**src/rtl/lsu_mem_arbiter.sv**
```systemverilog
// Round-robin arbiter sharing one data-memory port among several LSUs.
// One request is in flight at a time; the response is held until the LSU drops its valid.
module lsu_mem_arbiter #(
    parameter int unsigned NUM_CONSUMERS = 4,
    parameter int unsigned ADDR_BITS     = 8,
    parameter int unsigned DATA_BITS     = 8
) (
    input  logic                                 clock,
    input  logic                                 reset,
    input  logic [NUM_CONSUMERS-1:0]             consumer_read_valid,
    input  logic [NUM_CONSUMERS*ADDR_BITS-1:0]   consumer_read_address,
    output logic [NUM_CONSUMERS-1:0]             consumer_read_ready,
    output logic [NUM_CONSUMERS*DATA_BITS-1:0]   consumer_read_data,
    input  logic [NUM_CONSUMERS-1:0]             consumer_write_valid,
    input  logic [NUM_CONSUMERS*ADDR_BITS-1:0]   consumer_write_address,
    input  logic [NUM_CONSUMERS*DATA_BITS-1:0]   consumer_write_data,
    output logic [NUM_CONSUMERS-1:0]             consumer_write_ready,
    output logic                                 mem_read_valid,
    output logic [ADDR_BITS-1:0]                 mem_read_address,
    input  logic                                 mem_read_ready,
    input  logic [DATA_BITS-1:0]                 mem_read_data,
    output logic                                 mem_write_valid,
    output logic [ADDR_BITS-1:0]                 mem_write_address,
    output logic [DATA_BITS-1:0]                 mem_write_data,
    input  logic                                 mem_write_ready
);

    localparam int unsigned PTR_BITS = (NUM_CONSUMERS > 1) ? $clog2(NUM_CONSUMERS) : 1;
    localparam logic [PTR_BITS-1:0] LAST_ID = PTR_BITS'(NUM_CONSUMERS - 1);

    typedef enum logic [1:0] {
        IDLE,
        READ_WAITING,
        WRITE_WAITING,
        RELAYING
    } state_t;

    state_t                           state, state_d;
    logic [PTR_BITS-1:0]              rr_ptr, rr_ptr_d;
    logic [PTR_BITS-1:0]              grant_id, grant_id_d;
    logic [PTR_BITS-1:0]              sel;
    logic [31:0]                      cand;
    logic                             found;
    logic                             served_valid;

    logic                             mem_read_valid_d;
    logic [ADDR_BITS-1:0]             mem_read_address_d;
    logic                             mem_write_valid_d;
    logic [ADDR_BITS-1:0]             mem_write_address_d;
    logic [DATA_BITS-1:0]             mem_write_data_d;
    logic [NUM_CONSUMERS-1:0]         consumer_read_ready_d;
    logic [NUM_CONSUMERS-1:0]         consumer_write_ready_d;
    logic [NUM_CONSUMERS*DATA_BITS-1:0] consumer_read_data_d;

    // State and all outputs are registered together.
    always_ff @(posedge clock) begin
        if (!reset) begin
            state                <= IDLE;
            rr_ptr               <= '0;
            grant_id             <= '0;
            mem_read_valid       <= 1'b0;
            mem_read_address     <= '0;
            mem_write_valid      <= 1'b0;
            mem_write_address    <= '0;
            mem_write_data       <= '0;
            consumer_read_ready  <= '0;
            consumer_write_ready <= '0;
            consumer_read_data   <= '0;
        end else begin
            state                <= state_d;
            rr_ptr               <= rr_ptr_d;
            grant_id             <= grant_id_d;
            mem_read_valid       <= mem_read_valid_d;
            mem_read_address     <= mem_read_address_d;
            mem_write_valid      <= mem_write_valid_d;
            mem_write_address    <= mem_write_address_d;
            mem_write_data       <= mem_write_data_d;
            consumer_read_ready  <= consumer_read_ready_d;
            consumer_write_ready <= consumer_write_ready_d;
            consumer_read_data   <= consumer_read_data_d;
        end
    end

    always_comb begin
        state_d                = state;
        rr_ptr_d               = rr_ptr;
        grant_id_d             = grant_id;
        mem_read_valid_d       = mem_read_valid;
        mem_read_address_d     = mem_read_address;
        mem_write_valid_d      = mem_write_valid;
        mem_write_address_d    = mem_write_address;
        mem_write_data_d       = mem_write_data;
        consumer_read_ready_d  = consumer_read_ready;
        consumer_write_ready_d = consumer_write_ready;
        consumer_read_data_d   = consumer_read_data;
        sel                    = '0;
        cand                   = '0;
        found                  = 1'b0;
        served_valid           = 1'b0;

        unique case (state)
            IDLE: begin
                // First requester at or after rr_ptr, wrapping, wins.
                for (int unsigned k = 0; k < NUM_CONSUMERS; k++) begin
                    cand = 32'(rr_ptr) + k;
                    if (cand >= NUM_CONSUMERS) begin
                        cand = cand - NUM_CONSUMERS;
                    end
                    if (!found && (consumer_read_valid[PTR_BITS'(cand)]
                                   || consumer_write_valid[PTR_BITS'(cand)])) begin
                        found = 1'b1;
                        sel   = PTR_BITS'(cand);
                    end
                end
                if (found) begin
                    grant_id_d = sel;
                    if (consumer_read_valid[sel]) begin
                        mem_read_valid_d   = 1'b1;
                        mem_read_address_d = consumer_read_address[32'(sel)*ADDR_BITS +: ADDR_BITS];
                        state_d            = READ_WAITING;
                    end else begin
                        mem_write_valid_d   = 1'b1;
                        mem_write_address_d = consumer_write_address[32'(sel)*ADDR_BITS +: ADDR_BITS];
                        mem_write_data_d    = consumer_write_data[32'(sel)*DATA_BITS +: DATA_BITS];
                        state_d             = WRITE_WAITING;
                    end
                end
            end
            READ_WAITING: begin
                if (mem_read_ready) begin
                    consumer_read_data_d[32'(grant_id)*DATA_BITS +: DATA_BITS] = mem_read_data;
                    consumer_read_ready_d[grant_id] = 1'b1;
                    mem_read_valid_d                = 1'b0;
                    state_d                         = RELAYING;
                end
            end
            WRITE_WAITING: begin
                if (mem_write_ready) begin
                    consumer_write_ready_d[grant_id] = 1'b1;
                    mem_write_valid_d                = 1'b0;
                    state_d                          = RELAYING;
                end
            end
            RELAYING: begin
                // The raised ready bit tells which valid this grant served.
                served_valid = consumer_read_ready[grant_id] ? consumer_read_valid[grant_id]
                                                             : consumer_write_valid[grant_id];
                if (!served_valid) begin
                    consumer_read_ready_d[grant_id]  = 1'b0;
                    consumer_write_ready_d[grant_id] = 1'b0;
                    rr_ptr_d = (grant_id == LAST_ID) ? '0 : grant_id + PTR_BITS'(1);
                    state_d  = IDLE;
                end
            end
            default: begin
                state_d = IDLE;
            end
        endcase
    end

endmodule

```
**config.mk**
```make
export PLATFORM = sky130hd
export DESIGN_NAME = lsu_mem_arbiter
export DESIGN_NICKNAME = d
export VERILOG_FILES = /design/src/rtl/lsu_mem_arbiter.sv
export SDC_FILE = /design/constraint.sdc
export NUM_CORES = 1
export LEC_CHECK = 0
export ABC_AREA = 0
export CORE_MARGIN = 3
export CORE_UTILIZATION = 50
export CTS_CLUSTER_DIAMETER = 40
export DETAILED_ROUTE_END_ITERATION = 16
export DONT_BUFFER_PORTS = 1
export SYNTH_ARGS = -nofsm -noshare
export SYNTH_HDL_FRONTEND = slang
export SYNTH_SLANG_ARGS = --single-unit
```
**constraint.sdc**
```tcl
create_clock -name clock -period 5.5 [get_ports clock]
set_input_delay 1.1 -clock clock [delete_from_list [all_inputs] [get_ports clock]]
set_output_delay 1.1 -clock clock [all_outputs]
set_load 0.02 [all_outputs]
```
Word-level counts from Yosys, hierarchy flattened:

Index checks and enable logic that the tools add are counted.

* output and inout port bits: 66
* input port bits: 116
* logic and storage cells: 149
* bits in registers: 72

* bitwise operators: 7
* reduce and logical (&&, ||, !) cells: 26
* add/subtract/negate cells: 9
* eq/ne operators: 10
* magnitude comparators: 11
* shift operators: 5
* multiplexer cells: 70

Operators with widths (number)
* $shiftx A32 B6 Y8: 3
* $mux W2: 19
* $neg A5 Y34: 1
* $shift A8 B34 Y32 const A: 1
* $shiftx A8 B34 Y32: 1
* $bwmux W32: 1
* $mux W1: 28
* $bmux W1 S2: 12
* $lt A2 B3 Y1 const B: 6
* $mux W4: 4
* $pmux W4 S2: 2
* $ne A2 B2 Y1 const B: 6
* $reduce_and A3 Y1: 4
* $reduce_and A4 Y1: 3
* $ge A3 B3 Y1 const B: 3
* $and A4 B4 Y4: 2
* $or A4 B4 Y4: 2
* $pmux W2 S4: 1
* $reduce_bool A2 Y1: 4
* $sub A2 B1 Y2 const B: 4
* $add A2 B2 Y3 const B: 2
* $eq A2 B2 Y1 const B: 3
* $reduce_and A2 Y1: 3
* $logic_and A1 B1 Y1: 4
* 12 further kinds: 19

Longest topological paths before layout:

Gate-level depths: netlist (run 1).

* word-level depth: 25
* mapped depth: 9
* depth with buffers taken out: 7

Least setup slack after synthesis (run 1):

Ideal clock, no wire load.

* path type: input -> register
* start point: input port consumer_write_valid[1]
* end point: register state[1]
* required time: 5.380 ns
* path slack: 2.776 ns
* stages on the path: 7
* path buffers: 0
* setup time: 0.120 ns
* arrival time: 2.605 ns
* path through: or2_1 nor3_1 o31ai_1 mux2i_1 nor2_1 and2_1 o31a_1

* cells in the longest elaborated chain, start to end: 22
* elaborated cells between the ends (all ways): 42
* classes of those cells: eq/ne: 2; mux: 29; reduce/logical: 11

Ends and longest elaborated chain
* start: declaration: line 14 `input logic [NUM_CONSUMERS-1:0] consumer_write_valid,`
* $bmux W1 S2: line 110 `|| consumer_write_valid[PTR_BITS'(cand)])) begin`
* $mux W1 (implied by the code): line 110
* $logic_or A1 B1 Y1: line 110
* $mux W1: line 109 `if (!found && (consumer_read_valid[PTR_BITS'(cand)]`
* $mux W1: line 101 `unique case (state)`
* $logic_not A1 Y1: line 109
* $logic_and A1 B1 Y1: line 109
* $mux W1: line 109
* [6 not listed]
* $logic_and A1 B1 Y1: line 109
* $mux W2: line 109
* $mux W2: line 101
* $bmux W1 S2: line 117 `if (consumer_read_valid[sel]) begin`
* $mux W1 (implied by the code): line 117
* $mux W2: line 117
* $mux W2: line 115 `if (found) begin`
* $pmux W2 S4: line 101
* end signal: assignment: line 70 `state <= state_d;`
* end: declaration: line 38 `state_t state, state_d;`

Several ways; a longest one is shown, not always the timed one. The select of a mux whose other input is x is not followed.
A chain may end at the register's enable or synchronous reset.

Final worst setup path (run 1):

* start point: input port consumer_write_valid[1]
* end point: register mem_write_address[4]

* cells in the longest elaborated chain, start to end: 21
* elaborated cells between the ends (all ways): 36
* classes of those cells: shift: 1; mux: 23; bitwise: 1; reduce/logical: 11

Ends and longest elaborated chain
* branches (longest 21 deep; another with $bmux W1 S2)
* end signal: assignment: line 76 `mem_write_address <= mem_write_address_d;`
* end: declaration: line 23 `output logic [ADDR_BITS-1:0] mem_write_address,`

Several ways; the timed one is not identified. The select of a mux whose other input is x is not followed.

==> run metrics, run 1 <==
status finished clean; most used cell, CP buf_4; Worst R2R End mem_write_address[4]; Synth Area in Simple Gates 16.3%; post-route ant nets 0; pin count of the biggest net entering global routing 58; R2R setup slack roughly 3.0 ns; number of synthesized register bits 72; Cells after Synth 434; PD cells ~370 nW/µm²; Leak between 0.001 and 0.0015 µW; mean post-synth cell area roughly 8.8 µm²; Hold Vio Cnt, Final 0; port bufs 0; Post-CTS Setup Bufs 0; Setup CP Type in2reg; vias in the first global route 3,033; RSZ-0062 raised after global routing false; crit-path max cell delay 0.60 ns; Peak VDD IR approximately 0.00017 V; Area Overhead vs Synth 5.60%; Final min period 2.97 ns; Syn Std Cell Area 3840 µm²; Ys Warns 0; Synth Area in Compound Gates 25.0%; Post-synth ARST share 0%; register area share after synthesis 37.5%; Hold-fix buffers, CTS 0; Distinct cells, synth 48; hold path depth 2; Adder-Cell Fraction of Synth Area under 10%; routability cong. 0.924; Cell Rows 31; Crit. End Element flip-flop; gr ovfl total 0; max_slew headroom around 36%; share of cells above drive strength 1 12.2%; worst endpoint required time 5.77 ns; largest family of logic cells by synthesized area compound AO/OA/AOI/OAI gates; maximum fanout along the worst path 57; crit-path cells nor2_1, nand3b_1, a21oi_4, buf_4, o32ai_4, nor3_2, buf_4, o2111ai_1, o21ai_0; Worst path slowest cell buf_4; setup total negative slack 0 ns; Vias/cell 6.12; max cap viols 0; worst r2r src rr_ptr[1]; syn nets 560; DRC 0; WP data arrival about 3.2 ns; CP Launch Type input pin; fmax approximately 0.34 GHz; htree depth 3; Ant. Diodes 0; Die Y 93.6 µm; fin cells 524; Die X about 94 µm; Core ar. around 7400 µm²; worst reg2reg path depth 9; Num CTS Buffers 9; Reg clk slew, reported paths about 0.080 ns; Final period util roughly 54%; CTS tree built; Worst Max-Slew Pin Slew 0.953 ns; XOR/XNOR Fraction of Synth Area 0%; Hold EP rr_ptr[0]; Final Setup Violations 0; HP Class reg2reg; DRT Pass-1 Iters 4; total power 1510 µW; cell count after placement 508; most common cell after layout, fill and taps aside dfxtp_1; Synth Flop Type dfxtp_1; DRT iter0 DRCs 159; Starting Density 52.1%; post-CTS resize count 0; routed len/inst 18.5 µm; Clock Tree Root clkbuf_8; initial antenna violation count 0; nets@finish ~550; Hold Startpoint rr_ptr[0]; WHS 0.527 ns; commonest non-fill, non-tap cells in the layout dfxtp_1 (72), nand2_1 (51), nor2_1 (38), a22oi_1 (32), mux2i_1 (31); CTS Buffer Depth 2; # IOs between 150 and 200; clock latency on the worst-skew pair 0.34 ns; count of pins over their slew limit 0; mux share of post-synthesis cell area 13.4%; clk sink count 72; via count 3,206; number of synthesized flops with an enable pin 0; first-pass GRT wire length between 15 and 20 mm; worst clock skew 0.00735 ns; Final HPWL DP 6.97 mm; total track usage 21.7%; drt total wl about 9.7 mm; die area 8770 µm²
-- area by class of cell --
type	instances	area, µm²
Clock buffer	10	138
Fill cell	703	3310
Multi-Input combinational cell	322	2230
Clock inverter	6	50.0
Inverter	11	41.3
Tap cell	99	124
Timing Repair Buffer	4	30.0
Sequential cell	72	1440
-- per-stage QoR --
step                      cell area (µm²)  util, %  worst slack [ns]
final                                4060     55.0              2.53
after global routing                 4060     55.0              2.31
after CTS                            4060     55.0              2.52
after detailed placement             3870     52.5              2.16
after global placement               3870     52.5              2.28
after floorplan                      3840        -              2.78
-- how the worst max path moves through the flow --
stage	start	endpoint	slack [ns]	cells past startpoint
after detailed placement	consumer_write_valid[1]	mem_write_address[2]	2.16	9
after floorplan	consumer_write_valid[1]	state[1]	2.78	7
after global routing	consumer_write_valid[1]	mem_write_address[4]	2.31	9
final	consumer_write_valid[1]	mem_write_address[4]	2.53	9
after global placement	consumer_write_valid[1]	mem_write_address[6]	2.28	9
after CTS	consumer_write_valid[1]	mem_write_data[4]	2.52	9
-- metal layers --
layer  routed length, µm  track usage [%]  share of wire (%)
met5                   0                0                  0
met2                4780             37.0                 49
met4                 105             7.70                1.1
met3                 849             5.55                8.8
met1                3950             26.4                 41
-- critical path: cells and delay by family --
kind / cells / cell delay, ns
and+or+nand+nor: 3 / 0.60
buffers and inverters: 2 / 0.91
AOI/OAI and AO/OA: 4 / 0.64
-- power by group --
part	total (µW)	internal, µW	leakage (µW)	switching, µW
Sequential	749	598	0.000585	151
Clock	396	182	0.0000899	215
Combinational	366	147	0.000668	219
-- cell usage after synthesis, types with 2 or more instances --
cell	instances	share of area, %
and2_1	2	0.33
o2111ai_1	16	3.6
inv_1	10	0.98
or3_1	5	0.81
nor3_2	2	0.52
ha_1	10	3.3
clkbuf_1	16	1.6
a22oi_1	32	6.3
nand2b_1	2	0.33
nor2b_1	10	1.6
a211o_1	9	2.1
a311oi_1	4	0.91
o31ai_1	2	0.39
mux2_2	16	4.7
dfxtp_1	72	38
o21ai_0	22	2.9
nand2_1	51	5.0
or2_2	2	0.33
a21oi_1	24	3.1
nor4_1	2	0.33
buf_1	2	0.20
a211oi_1	8	1.6
nand4_1	3	0.49
mux2i_1	31	8.1
buf_2	8	1.0
nor4b_2	2	0.78
or2_1	2	0.33
o21a_1	3	0.59
buf_4	2	0.39
nor2_1	39	3.8
nand3_1	6	0.78
nand3b_1	3	0.59
-- kinds of logic after synthesis --
kind of cell               after synthesis
DFF                                     72
buffers and inverters                   40
muxes                                   48
adders and majority gates               10
AOI/OAI and AO/OA                      131
and+or+nand+nor                        133
(Power assumes the default switching activity.)
==> run 2: changes to the inputs <==
Settings changed: PLACE_DENSITY set to 0.68.
Clock period 5.5 ns to 2.4 ns, I/O delays scaled along.
==> run 2 against run 1 <==
  * Largest power group unchanged
  * Critical endpoint is now mem_write_address[5]
  * Wire length increased by 2.9%
  * Final area increased by 3.9%
  * Non-clock buffer count is 12 higher
  * Clock skew grew 0.0067 ns
  * Sequential power increased by 130%
  * Global-route usage barely moved
  * Critical path depth is 1 lower
  * Total power is 150% higher
  * Register-to-register slack got worse by 2.8 ns
  * Worst setup slack got worse by 2.3 ns
  * Clock-buffer cell count is 1 lower
==> run metrics, run 2 (synthesized netlist as in run 1, its figures left out) <==
commonest non-fill, non-tap cells in the layout dfxtp_1 (72), nand2_1 (51), nor2_1 (38), a22oi_1 (32), mux2i_1 (31); PD cells 886 nW/µm² (+140%); design area 4220 µm² (+3.9%); Core ar. 7370 µm² (unchanged); Final min period 2.17 ns; nets@finish 558 (+2.2%); max cap viols 0 (unchanged); Cell Rows 31 (unchanged); routed len/inst 18.6 µm (+0.62%); Starting Density 52.1% (unchanged); RSZ-0062 raised after global routing false; port bufs 0 (unchanged); Die X 93.6 µm (unchanged); most common cell after layout, fill and taps aside dfxtp_1; most used cell, CP nor3_2; Worst path slowest cell dfxtp_1; post-CTS resize count 0 (unchanged); fmax about 0.46 GHz; HP Class in2reg; Worst Max-Slew Pin Slew 0.830 ns (-0.124 ns); vias in the first global route 3,088 (+1.8%); Area Overhead vs Synth 9.78%; Die Y 93.6 µm (unchanged); Post-CTS Setup Bufs 0 (unchanged); register area 1440 µm² (unchanged); Hold-fix buffers, CTS 0 (unchanged); clk sink count 72 (unchanged); Num CTS Buffers 9 (unchanged); # IOs 182 (unchanged); Peak VDD IR 0.000562 V (+230%); crit-path cells nor3_2, a211oi_2, or2_1, o32ai_4, nor3_2, buf_4, o2111ai_1, o21ai_0; worst endpoint required time 2.66 ns (-3.11 ns); total power 3740 µW (+150%); placed inst area 3980 µm² (+3.0%); setup total negative slack 0 ns (unchanged); Multi-input gate area 2230 µm² (unchanged); Fill cells 691 (-1.7%); DRT iter0 DRCs 164 (+3.1%); worst clock skew 0.0141 ns (+0.00673 ns); Clock Tree Root clkbuf_8; drt total wl 9.98 mm (+2.9%); clock latency on the worst-skew pair 0.35 ns (about the same); WP data arrival 2.43 ns (-0.81 ns); Hold Vio Cnt, Final 0 (unchanged); Reg clk slew, reported paths 0.08 ns (about the same); via count 3,286 (+2.5%); CTS tree built; CP Launch Type flip-flop; routability cong. 0.802 (-13%); initial antenna violation count 0 (unchanged); Ant. Diodes 0 (unchanged); DRT Pass-1 Iters 4 (unchanged); Leak 0.00144 µW (+7.0%); Final Setup Violations 0 (unchanged); DRC 0 (unchanged); Crit. End Element flip-flop; max_slew headroom 44.5% (+8.3 points); first-pass GRT wire length 15.0 mm (-1.2%); count of pins over their slew limit 0 (unchanged); Setup CP Type reg2reg; maximum fanout along the worst path 32 (-44%); pin count of the biggest net entering global routing 57 (-1.7%); gr ovfl total 0 (unchanged); CTS Buffer Depth 2 (unchanged); share of cells above drive strength 1 14.6% (+2.4 points); Final HPWL DP 7.41 mm (+6.2%); crit-path max cell delay 0.50 ns (-0.10 ns); die area 8770 µm² (unchanged); Vias/cell 6.13 (+0.20%); htree depth 3 (unchanged); post-route ant nets 0 (unchanged); status finished clean; Final period util 90.5%; total track usage 21.7% (-0.032 points)
-- run 2: changes by cell type in the layout (fill, tap and decap cells not counted), sizes merged --
cell and change:
buf +12, bufinv +2, clkinvlp -2, clkbuf -1, inv +1
-- run 2: stage by stage --
step                      hold WS [ns]  utilization, %  setup WS [ns]  instances
after global placement           0.502            54.0          0.162        520
after CTS                        0.240            57.2          0.233        536
final                            0.272            57.2          0.229        536
after floorplan                  0.477               -          0.296        434
after detailed placement         0.517            54.0         0.0800        520
after global routing             0.255            57.2         0.0348        536
-- run 2: path summary, 6_finish.rpt --
path	from	end	slack (ns)	cells after the start
setup / recovery	rr_ptr[1]	mem_write_address[5]	0.23	8
hold / removal	reset	mem_read_valid	0.27	1
setup reg to reg	rr_ptr[1]	mem_write_address[5]	0.23	8
hold reg to reg	rr_ptr[0]	rr_ptr[0]	0.54	2
-- run 2: layout make-up --
type	count	area share, %
multi-input cells	322	52.9
inverters	11	0.980
repair buffers	16	3.44
well taps	99	2.94
clock buffers	9	2.94
clock inverters	7	2.58
flip-flops and latches	72	34.2
-- run 2: power by group --
group,switching (µW),total [µW],internal (µW)
Combinational,533,904,370
Clock,521,1130,609
Sequential,330,1700,1370
Total,1380,3740,2350
-- run 2: routing by layer --
metal  track usage [%]  vias to the layer above  share of wire, %
met5                 0                        -                 0
met3              5.79                       18               9.3
met2              39.5                      153                50
met4              8.78                        0               2.0
met1              23.6                     1525                38
li1                  -                     1590                 -
-- run 2: critical path: cells and delay by family (launching register included) --
family / cells / cell delay [ns]
AOI/OAI and AO/OA: 4 / 0.72
and+or+nand+nor: 3 / 0.57
DFF: 1 / 0.50
buffers and inverters: 1 / 0.30
==> run 3: changes to the inputs <==
Settings changed: PLACE_DENSITY 0.68 to not set, SLEW_MARGIN set to 20.
Clock period 2.4 ns to 2.3 ns, I/O delays scaled along.
==> run 3 against run 2 <==
  * Utilization up 0.34 points
  * Sequential share of layout area down 0.20 points
  * Clock-buffer cell count stayed put
  * Worst setup slack worse by 0.031 ns
  * Critical endpoint is now state[0]
  * Largest power group unchanged
  * Highest routed layer unchanged
==> run metrics, run 3 (synthesized netlist as in run 1, its figures left out) <==
status finished clean; first-pass GRT wire length 15.1 mm (+0.23%); Setup CP Type reg2reg; DRC 0 (unchanged); Crit. End Element flip-flop; htree depth 3 (unchanged); commonest non-fill, non-tap cells in the layout dfxtp_1 (72), nand2_1 (51), nor2_1 (38), a22oi_1 (32), mux2i_1 (31); Core ar. 7370 µm² (unchanged); pin count of the biggest net entering global routing 52 (-8.8%); WP data arrival 2.36 ns (-0.07 ns); vias in the first global route 3,096 (+0.26%); Clock Tree Root clkbuf_8; fmax 0.476 GHz (+3.3%); DRT Pass-1 Iters 4 (unchanged); clk sink count 72 (unchanged); Vias/cell 5.93 (-3.2%); most common cell after layout, fill and taps aside dfxtp_1; Ant. Diodes 0 (unchanged); met1 Resource Use GR 25.2% (+1.7 points); Final Setup Violations 0 (unchanged); initial antenna violation count 0 (unchanged); DRT iter0 DRCs 143 (-13%); Layout Utilization 57.5% (+0.34 points); Hold-fix buffers, CTS 0 (unchanged); Reg clk slew, reported paths 0.09 ns (about the same); port bufs 0 (unchanged); RSZ-0062 raised after global routing false; drt total wl 9.59 mm (-3.9%); PD cells 895 nW/µm² (+1.0%); Num CTS Buffers 9 (unchanged); clock latency on the worst-skew pair 0.35 ns (about the same); Die Y 93.6 µm (unchanged); HP Class in2reg; Die X 93.6 µm (unchanged); via count 3,198 (-2.7%); routability cong. 0.835 (+4.2%); Peak VDD IR 0.000483 V (-14%); Leak 0.00145 µW (+0.77%); maximum fanout along the worst path 6 (-81%); # IOs 182 (unchanged); Cell Rows 31 (unchanged); post-CTS resize count 0 (unchanged); post-route ant nets 0 (unchanged); setup total negative slack 0 ns (unchanged); nets@finish 561 (+0.54%); Hold Vio Cnt, Final 0 (unchanged); gr ovfl total 0 (unchanged); Final HPWL DP 7.18 mm (-3.1%); CP Launch Type flip-flop; Starting Density 52.1% (unchanged); Final period util 91.4% (+0.94 points); routed len/inst 17.8 µm (-4.4%); Final min period 2.10 ns (-0.0688 ns); CTS Buffer Depth 2 (unchanged); share of cells above drive strength 1 15.2% (+0.58 points); worst endpoint required time 2.55 ns (-0.11 ns); routing usage on met3 6.52% (+0.72 points); worst clock skew 0.0123 ns (-0.00178 ns); grt peak-use layer met2; count of pins over their slew limit 0 (unchanged); Post-CTS Setup Bufs 0 (unchanged); Worst Max-Slew Pin Slew 0.859 ns (+0.0292 ns); die area 8770 µm² (unchanged); max cap viols 0 (unchanged); max_slew headroom 42.6% (-1.9 points); met2 usage 37.2% (-2.4 points); total power 3800 µW (+1.6%); CTS tree built; total track usage 21.6% (-0.080 points); Area Overhead vs Synth 10.4%
==> run 3: cell count changes in the layout (fill, tap and decap cells not counted) <==
cell / change
buf_12: +2
buf_4: +1
clkinvlp_4: +1
bufinv_16: -1
==> run 3: through the flow <==
stage / setup slack, ns / area [µm²] / instances / hold WS [ns]
5_1_grt: 0.0227 / 4240 / 539 / 0.234
3_5_place_dp: 0.0170 / 4030 / 523 / 0.520
6_report: 0.198 / 4240 / 539 / 0.254
4_1_cts: 0.188 / 4240 / 539 / 0.229
2_1_floorplan: 0.216 / 3840 / 434 / 0.477
3_3_place_gp: 0.0927 / 4030 / 523 / 0.503
==> run 3: critical path, cell delays in order, from the launching register on <==
cell and delay, ns:
dfxtp_1 0.39, nor3_2 0.22, a211oi_2 0.08, or2_1 0.33, o32ai_4 0.40, nor2_1 0.14, and2_1 0.20, o41ai_2 0.25
==> run 3: area by class of cell <==
| cell class | instances | area (µm²) |
|---|---|---|
| clock inverter | 7 | 86.3 |
| sequential | 72 | 1440 |
| inverter | 11 | 41.3 |
| clock buffer | 9 | 124 |
| timing repair buffer | 19 | 193 |
| tap | 99 | 124 |
| fill | 686 | 3130 |
| multi-input combinational | 322 | 2230 |
==> run 3: metal layers <==
layer	share of wire, %	wire length [µm]
met3	8.7	835
met4	1.6	150
met5	0	0
met2	49	4740
met1	40	3860
==> run 3: power by group <==
| group | switching, µW | internal, µW | leakage [µW] |
|---|---|---|---|
| clock | 527 | 525 | 0.000104 |
| sequential | 335 | 1430 | 0.000585 |
| combinational | 566 | 412 | 0.000758 |
==> run 3: worst paths after layout <==
path	from	to	slack, ns	cells after the start
setup reg to reg	rr_ptr[1]	state[0]	0.20	7
setup / recovery	rr_ptr[1]	state[0]	0.20	7
hold / removal	mem_read_data[2]	consumer_read_data[10]	0.25	2
hold reg to reg	rr_ptr[0]	rr_ptr[0]	0.53	2
